[src/rtl/sync_frame_serializer.sv]
// Serial frame transmitter: sync preamble, then the payload MSB-first, optionally followed by an even-parity bit.
// Optional feature macro: SYNC_FRAME_SERIALIZER_PARITY_EN (adds the PARITY state and the par register).
module sync_frame_serializer #(
  parameter int                DATA_W       = 8,
  parameter int                SYNC_W       = 4,
  parameter logic [SYNC_W-1:0] SYNC_PATTERN = 4'b0110,
  parameter logic              IDLE_BIT     = 1'b1
) (
  input  logic              clk,
  input  logic              reset,
  input  logic [DATA_W-1:0] data_in,
  input  logic              data_valid,
  output logic              data_ready,
  output logic              out,
  output logic              busy,
  output logic              done
);

  localparam int MAX_W = (SYNC_W > DATA_W) ? SYNC_W : DATA_W;
  localparam int CNT_W = (MAX_W > 1) ? $clog2(MAX_W) : 1;
  localparam logic [CNT_W-1:0] SYNC_LAST = CNT_W'(SYNC_W - 1);
  localparam logic [CNT_W-1:0] DATA_LAST = CNT_W'(DATA_W - 1);

`ifdef SYNC_FRAME_SERIALIZER_PARITY_EN
  typedef enum logic [1:0] {IDLE, SYNC, DATA, PARITY} state_t;
  logic par;
`else
  typedef enum logic [1:0] {IDLE, SYNC, DATA} state_t;
`endif

  state_t            state;
  logic [DATA_W-1:0] shreg;
  logic [CNT_W-1:0]  cnt;
  logic              last;
  logic              accept;

  // The last bit of the frame is the one cycle in which a new word may be taken without a gap.
`ifdef SYNC_FRAME_SERIALIZER_PARITY_EN
  assign last = (state == PARITY);
`else
  assign last = (state == DATA) && (cnt == '0);
`endif

  assign done       = last;
  assign busy       = (state != IDLE);
  assign data_ready = (state == IDLE) || last;
  assign accept     = data_valid && data_ready;

  always_comb begin
    out = IDLE_BIT;
    case (state)
      SYNC:    out = SYNC_PATTERN[cnt];
      DATA:    out = shreg[DATA_W-1];
`ifdef SYNC_FRAME_SERIALIZER_PARITY_EN
      PARITY:  out = par;
`endif
      default: out = IDLE_BIT;
    endcase
  end

  always_ff @(posedge clk or posedge reset) begin
    if (reset) begin
      state <= IDLE;
      shreg <= '0;
      cnt   <= '0;
`ifdef SYNC_FRAME_SERIALIZER_PARITY_EN
      par   <= 1'b0;
`endif
    end else begin
      case (state)
        SYNC: begin
          if (cnt == '0) begin
            state <= DATA;
            cnt   <= DATA_LAST;
          end else begin
            cnt <= cnt - 1'b1;
          end
        end
        DATA: begin
          shreg <= shreg << 1;
          if (cnt == '0) begin
`ifdef SYNC_FRAME_SERIALIZER_PARITY_EN
            state <= PARITY;
`else
            state <= IDLE;
`endif
          end else begin
            cnt <= cnt - 1'b1;
          end
        end
`ifdef SYNC_FRAME_SERIALIZER_PARITY_EN
        PARITY:  state <= IDLE;
`endif
        default: state <= IDLE;
      endcase
      // Accept is only possible in IDLE or the last bit, so it overrides the end-of-frame move to IDLE.
      if (accept) begin
        state <= SYNC;
        shreg <= data_in;
        cnt   <= SYNC_LAST;
`ifdef SYNC_FRAME_SERIALIZER_PARITY_EN
        par   <= ^data_in;
`endif
      end
    end
  end

endmodule

[config.mk]
export PLATFORM = sky130hd
export DESIGN_NAME = sync_frame_serializer
export DESIGN_NICKNAME = d
export VERILOG_FILES = /design/src/rtl/sync_frame_serializer.sv
export SDC_FILE = /design/constraint.sdc
export NUM_CORES = 1
export LEC_CHECK = 0
export ABC_AREA = 1
export CORE_MARGIN = 5
export CORE_UTILIZATION = 50
export DETAILED_ROUTE_END_ITERATION = 8
export GPL_ROUTABILITY_DRIVEN = 1
export PLACE_DENSITY_LB_ADDON = 0.05
export SYNTH_ARGS = -nofsm -noshare
export SYNTH_HDL_FRONTEND = slang
export SYNTH_SLANG_ARGS = --single-unit
[constraint.sdc]
create_clock -name clk -period 1.55 [get_ports clk]
set_input_delay 0.31 -clock clk [delete_from_list [all_inputs] [get_ports clk]]
set_output_delay 0.31 -clock clk [all_outputs]
set_load 0.01 [all_outputs]
==> run metrics, run 1 <==
number of global-route vias before repair=699; Die Y=49.99 um; PnR worst setup slack=-0.04010 ns; first-pass GRT wire length=3.132 mm; share of cells above drive strength 1=0.4677; CTS tree=built; Worst setup startpoint=state[0]; Horiz. Die Dim=49.99 um; post-route ant nets=0; grt met2 use=0.2950; failing checks=setup timing; Cell variety after synth=18; WP data required=1.24 ns; final wirelength=1.973 mm; MaxCap Viol Count=0; worst hold path type=in2async; startpoint types=flop; I/O pins=15; Cell Pwr Density=2082 nW/um2; Yosys reg bits=13; clock sink count=13; max-slew violations=0; DRC viols=0; post-route minimum period=1.590 ns; Hold-fix buffers, CTS=0; drt initial violations=11; Placer Congestion=0.7987; core area=1506 um2; cts bufs inserted=3; endpoints failing setup=3; WL per Instance=14.09 um; Core Util, Final=0.8098; mapped cell area=799.5 um2; total track usage=0.1665; crit path capture=done; met1 global-route usage=0.1888; clk_lat worst skew=0.28 ns; initial antenna violation count=0; Mapped Nets=107; Initial Util=0.5307; Highest Clock Rate=628.9 MHz; clock buffer depth=2; worst reg-to-reg setup slack=0.05 ns; Die ar.=2499 um2; met3 usage=0.03614; Slew HR=0.6439; busiest grt layer=met2; power after layout=0.002540 W; Syn-to-layout area delta=52.58%; Setup crit end kind=primary output; routed vias=728; I/O Buffers=14; Post-Place Setup Slack=-0.2270 ns; Hold Slack=0.3667 ns; largest net degree at the start of global routing=14; syn avg cell area=8.786 um2; drt first pass iters=4; Crit Path Class=reg2out; worst reg2reg path endpoint=cnt[0]; worst-margin pin slew=0.5336 ns; Final Skew=0.004591 ns; Worst VDD drop=0.001373 V; H-tree depth=1; endpoints failing hold=0; RSZ-0062 raised after global routing=true; Syn. warnings=0; Clock Pin Slew Worst Setup and Hold Paths=0.09 ns; CTS root buf=clkbuf_4; final period utilization=1.026; nets=141; global route total overflow=0; outcome=complete, but fails checks; number of diodes=0; fillers=98; Critical Path Fanout Max=3; Reg-to-Reg Start=state[0]; total negative slack=-0.1032 ns; Leakage=0.5985 nW; FP Rows=14; Mapped Cells=91; HPWL Detailed=1.396 mm; CP arrival=1.28 ns; R2R cell count=7; vias per inst=5.200; sequential-to-total area share from yosys stat=0.4069
-- layer usage --
layer,share of wire,up-vias
met3,0.035,4
met4,0.020,0
met1,0.40,347
met2,0.55,16
met5,0,-
li1,-,361
-- power breakdown --
| part | total, W | leakage [nW] | switching, W | internal (W) |
|---|---|---|---|---|
| sequential | 0.000610 | 0.158 | 0.000106 | 0.000503 |
| combinational | 0.00171 | 0.422 | 0.000862 | 0.000848 |
| clock | 0.000220 | 0.0177 | 0.000124 | 0.0000958 |
| total | 0.00254 | 0.598 | 0.00109 | 0.00145 |
-- cell usage in the layout, fill, tap and decap left out, types with 2 or more instances in the layout --
cell,netlist,final
inv_2,1,6
nand2_1,24,23
buf_6,2,6
inv_1,10,4
nor2_4,0,2
buf_4,1,15
nand3_1,11,10
nor2_1,4,2
dfrtp_1,13,13
nand2_4,2,2
clkbuf_4,0,3
o21ai_0,2,2
clkdlybuf4s50_1,0,10
nand3_2,10,11
ha_4,0,4
-- worst min-delay path by stage --
stage,startpoint,to,slack [ns],depth (start not counted)
floorplan,reset,cnt[0],0.19,1
global placement,shreg[0],shreg[0],0.47,2
detailed placement,shreg[0],shreg[0],0.48,2
CTS,reset,shreg[4],0.39,2
global route,reset,state[0],0.42,2
finish,reset,shreg[5],0.37,2
-- synthesized netlist by cell type, drive strengths merged --
cell    count  area [um2]
a21boi      1       7.510
a21oi       1       8.760
buf         3       30.03
dfrtp      13       325.3
ha          5       62.56
inv        11       41.29
nand2      27       118.9
nand3      21       155.1
nand4       1       12.51
nor2        4       15.01
o21ai       3       15.01
o31ai       1       7.510
-- kinds of logic (layout without fill, tap and decap cells) --
logic type	count (synthesis)	count (layout)	share of synthesized area
buffers and inverters	14	47	0.08920
adder cells (fa/ha/maj)	5	5	0.07825
AND/OR/NAND/NOR	53	53	0.3772
flip-flops	13	13	0.4069
AO/OA/AOI/OAI	6	6	0.04852
-- state kept, by name (all words and copies together) (netlist names) --
| signal | count |
|---|---|
| shreg | 8 |
| state | 2 |
| cnt | 3 |
-- layout make-up --
class | count | area [um2] | share of cell area
multi-input combinational | 64 | 503.0 | 0.4123
sequential | 13 | 325.3 | 0.2667
timing repair buffer | 32 | 300.3 | 0.2462
inverter | 11 | 43.79 | 0.03590
clock buffer | 3 | 22.52 | 0.01846
tap | 16 | 20.02 | 0.01641
clock inverter | 1 | 5.005 | 0.004103
-- through the flow --
stage	area [um2]	std cells
after CTS	1127	137
after global placement	1020	130
final	1220	140
after global routing	1220	140
after floorplan	799.5	91
after detailed placement	1020	130
-- worst max-delay path, stage by stage, from the launching register on --
cell and delay (ns):
dfrtp_1 0.40, inv_2 0.10, buf_6 0.11, ha_4 0.16, nand2_4 0.07, inv_2 0.07
buf_6 0.09
-- timing repair --
action / CTS / global route
endpoints found under the setup margin: 6 / 16
setup buffers: 3 / 4
gates resized for setup: 33 / 15
pin swaps: 4 / 9
(Power assumes the default switching activity.)
==> run 2, diff against run 1 <==
--- a/config.mk
+++ b/config.mk
@@ -6,6 +6,7 @@
 export NUM_CORES = 1
 export LEC_CHECK = 0
 export ABC_AREA = 1
+export CAP_MARGIN = 20
 export CORE_MARGIN = 5
 export CORE_UTILIZATION = 50
 export DETAILED_ROUTE_END_ITERATION = 8
==> results of run 2 <==
Same layout as run 1: the final DEF is identical, and so are final timing and power.
==> run 3, diff against run 2 <==
--- a/config.mk
+++ b/config.mk
@@ -7,9 +7,10 @@
 export LEC_CHECK = 0
 export ABC_AREA = 1
 export CAP_MARGIN = 20
-export CORE_MARGIN = 5
-export CORE_UTILIZATION = 50
+export CORE_MARGIN = 2
+export CORE_UTILIZATION = 59
 export DETAILED_ROUTE_END_ITERATION = 8
+export DONT_BUFFER_PORTS = 1
 export GPL_ROUTABILITY_DRIVEN = 1
 export PLACE_DENSITY_LB_ADDON = 0.05
 export SYNTH_ARGS = -nofsm -noshare
==> run metrics, run 3 (synthesis gave the netlist of run 1 again) <==
post-route ant nets=0 (unchanged); Reg power frac=0.302 (+0.062); post-route cell area=952.2 um2 (-22%); Top reg by flops=shreg; Crit path buffers/inverters=2 (-2); clk_lat worst skew=0.28 ns (about the same); worst-path cell chain=inv_2, ha_2, inv_2, nand2_8; DP Area=803.3 um2 (-21%); clock power share=0.107 (+0.020); cell mode on critical path=inv_2; power after layout=0.002043 W (-20%); WP data required=1.24 ns (about the same); final wirelength=1.659 mm (-16%); Crit path max-delay family=flip-flops; I/O Buffers=0 (-14); nets=118 (-16%); cts bufs inserted=3 (unchanged); WL per Instance=14.30 um (+1.5%); total track usage=0.2403 (+0.07386); number of global-route vias before repair=603 (-14%); max-slew violations=0 (unchanged); Core Util, Final=0.7410 (-0.06881); largest net degree at the start of global routing=14 (unchanged); final period utilization=0.9766 (-0.04930); max reg flops=8 (unchanged); FP Rows=13 (-1); CP arrival=1.20 ns (-0.08 ns); global route total overflow=0 (unchanged); CTS root buf=clkbuf_4; area of the multi-input gates=466.7 um2 (-7.2%); fillers=93 (-5.1%); Setup crit end kind=primary output; switching pwr=0.0009384 W (-14%); Largest regs=shreg: 8 flops, cnt: 3 flops, state: 2 flops; CP max stage delay=0.44 ns (+0.04 ns); Highest Clock Rate=660.6 MHz (+5.0%); total negative slack=0 ns (+0.1032 ns); Die Y=40.81 um (-18%); vias per inst=5.457 (+4.9%); Slew HR=0.6631 (+0.01922); H-tree depth=1 (unchanged); HPWL Detailed=1.102 mm (-21%); startpoint types=flop; post-route minimum period=1.514 ns (-0.07641 ns); clock sink count=13 (unchanged); Final Skew=0.0008268 ns (-0.003765 ns); initial antenna violation count=0 (unchanged); I/O pins=15 (unchanged); register area=325.3 um2 (unchanged); DRC viols=0 (unchanged); Clock Pin Slew Worst Setup and Hold Paths=0.08 ns (about the same); Slowest-stage cell, CP=dfrtp_1; endpoints failing setup=0 (-3); drt initial violations=19 (+8); Critical Path Fanout Max=7 (+4); worst-margin pin slew=0.5048 ns (-0.02880 ns); clock buffer depth=2 (unchanged); Initial Util=0.6222 (+0.09147); Horiz. Die Dim=40.81 um (-18%); Int Power=0.001104 W (-24%); Syn-to-layout area delta=19.09%; RSZ-0062 raised after global routing=true; core area=1285 um2 (-15%); switch share=0.4594 (+0.02937); Placer Congestion=0.6862 (-14%); endpoints failing hold=0 (unchanged); Leakage=0.4776 nW (-20%); Cell Pwr Density=2145 nW/um2 (+3.0%); drt first pass iters=4 (unchanged); share of cells above drive strength 1=0.3960 (-0.07170); CTS tree=built; Combinational Power Share=0.591 (-0.082); commonest cells after routing, fill and taps aside=nand2_1, dfrtp_1, nand3_2, nand3_1; Crit Path Class=reg2out; most common cell after layout, fill and taps aside=nand2_1; first-pass GRT wire length=2.539 mm (-19%); MaxCap Viol Count=0 (unchanged); Die ar.=1665 um2 (-33%); Worst VDD drop=0.001077 V (-22%); outcome=finished clean; routed vias=633 (-13%); worst hold path type=in2reg; number of diodes=0 (unchanged)
-- run 3: cell type report --
class                           instances  share of cell area
Sequential cell                        13              0.3417
Multi-Input combinational cell         64              0.4901
Tap cell                               15             0.01971
Clock buffer                            4             0.02760
Timing Repair Buffer                    9             0.07753
Inverter                               11             0.04336
-- run 3: metal layers --
layer  routed length, um  vias to the layer above  track usage
met5                   0                        -            0
met4                  11                        0      0.07500
met3                  61                        3      0.08696
met2                 889                        9       0.4258
met1                 696                      303       0.2619
li1                    -                      318            -
-- run 3: worst paths after layout --
| kind | slack (ns) | startpoint | to | cells past startpoint |
|---|---|---|---|---|
| hold reg to reg | 0.49 | shreg[0] | shreg[0] | 2 |
| hold / removal | 0.14 | data_in[0] | shreg[0] | 2 |
| setup reg to reg | 0.09 | state[1] | shreg[5] | 6 |
| setup / recovery | 0.04 | state[1] | data_ready | 4 |
| min in group asynchronous | 0.49 | reset | cnt[1] | 2 |
| max in group asynchronous | 0.72 | reset | shreg[0] | 2 |
-- run 3: per-stage QoR --
stage                     cells  worst slack, ns  hold WS, ns
final                       116          0.03631       0.1383
after global routing        116         -0.03760       0.1536
after CTS                   114        -0.005828       0.1341
after detailed placement    105        -0.001868       0.2493
after global placement      105          0.09387       0.2492
after floorplan              91           0.1689       0.1870
-- run 3: what timing repair did --
item	in CTS	in global routing
setup endpoints to repair	4	3
gates resized for setup	15	4
hold endpoints to repair	13	0
hold buffers	1	0
setup buffers	4	2
pin swaps	3	3
-- run 3: power by group through the flow --
stage                     logic (W)  registers, W  clock network, W
after floorplan            0.000806      0.000583                 0
after global placement     0.000921      0.000601                 0
after detailed placement   0.000939      0.000608                 0
after CTS                   0.00113      0.000610          0.000224
after global routing        0.00133      0.000637          0.000240
final                       0.00121      0.000617          0.000219
-- run 3: worst register-to-register path: stages, from the launching register on --
cell and delay (ns):
dfrtp_1 0.44, ha_4 0.21, buf_6 0.12, buf_4 0.13, a21oi_2 0.30, nand2_1 0.12
nand3_2 0.09
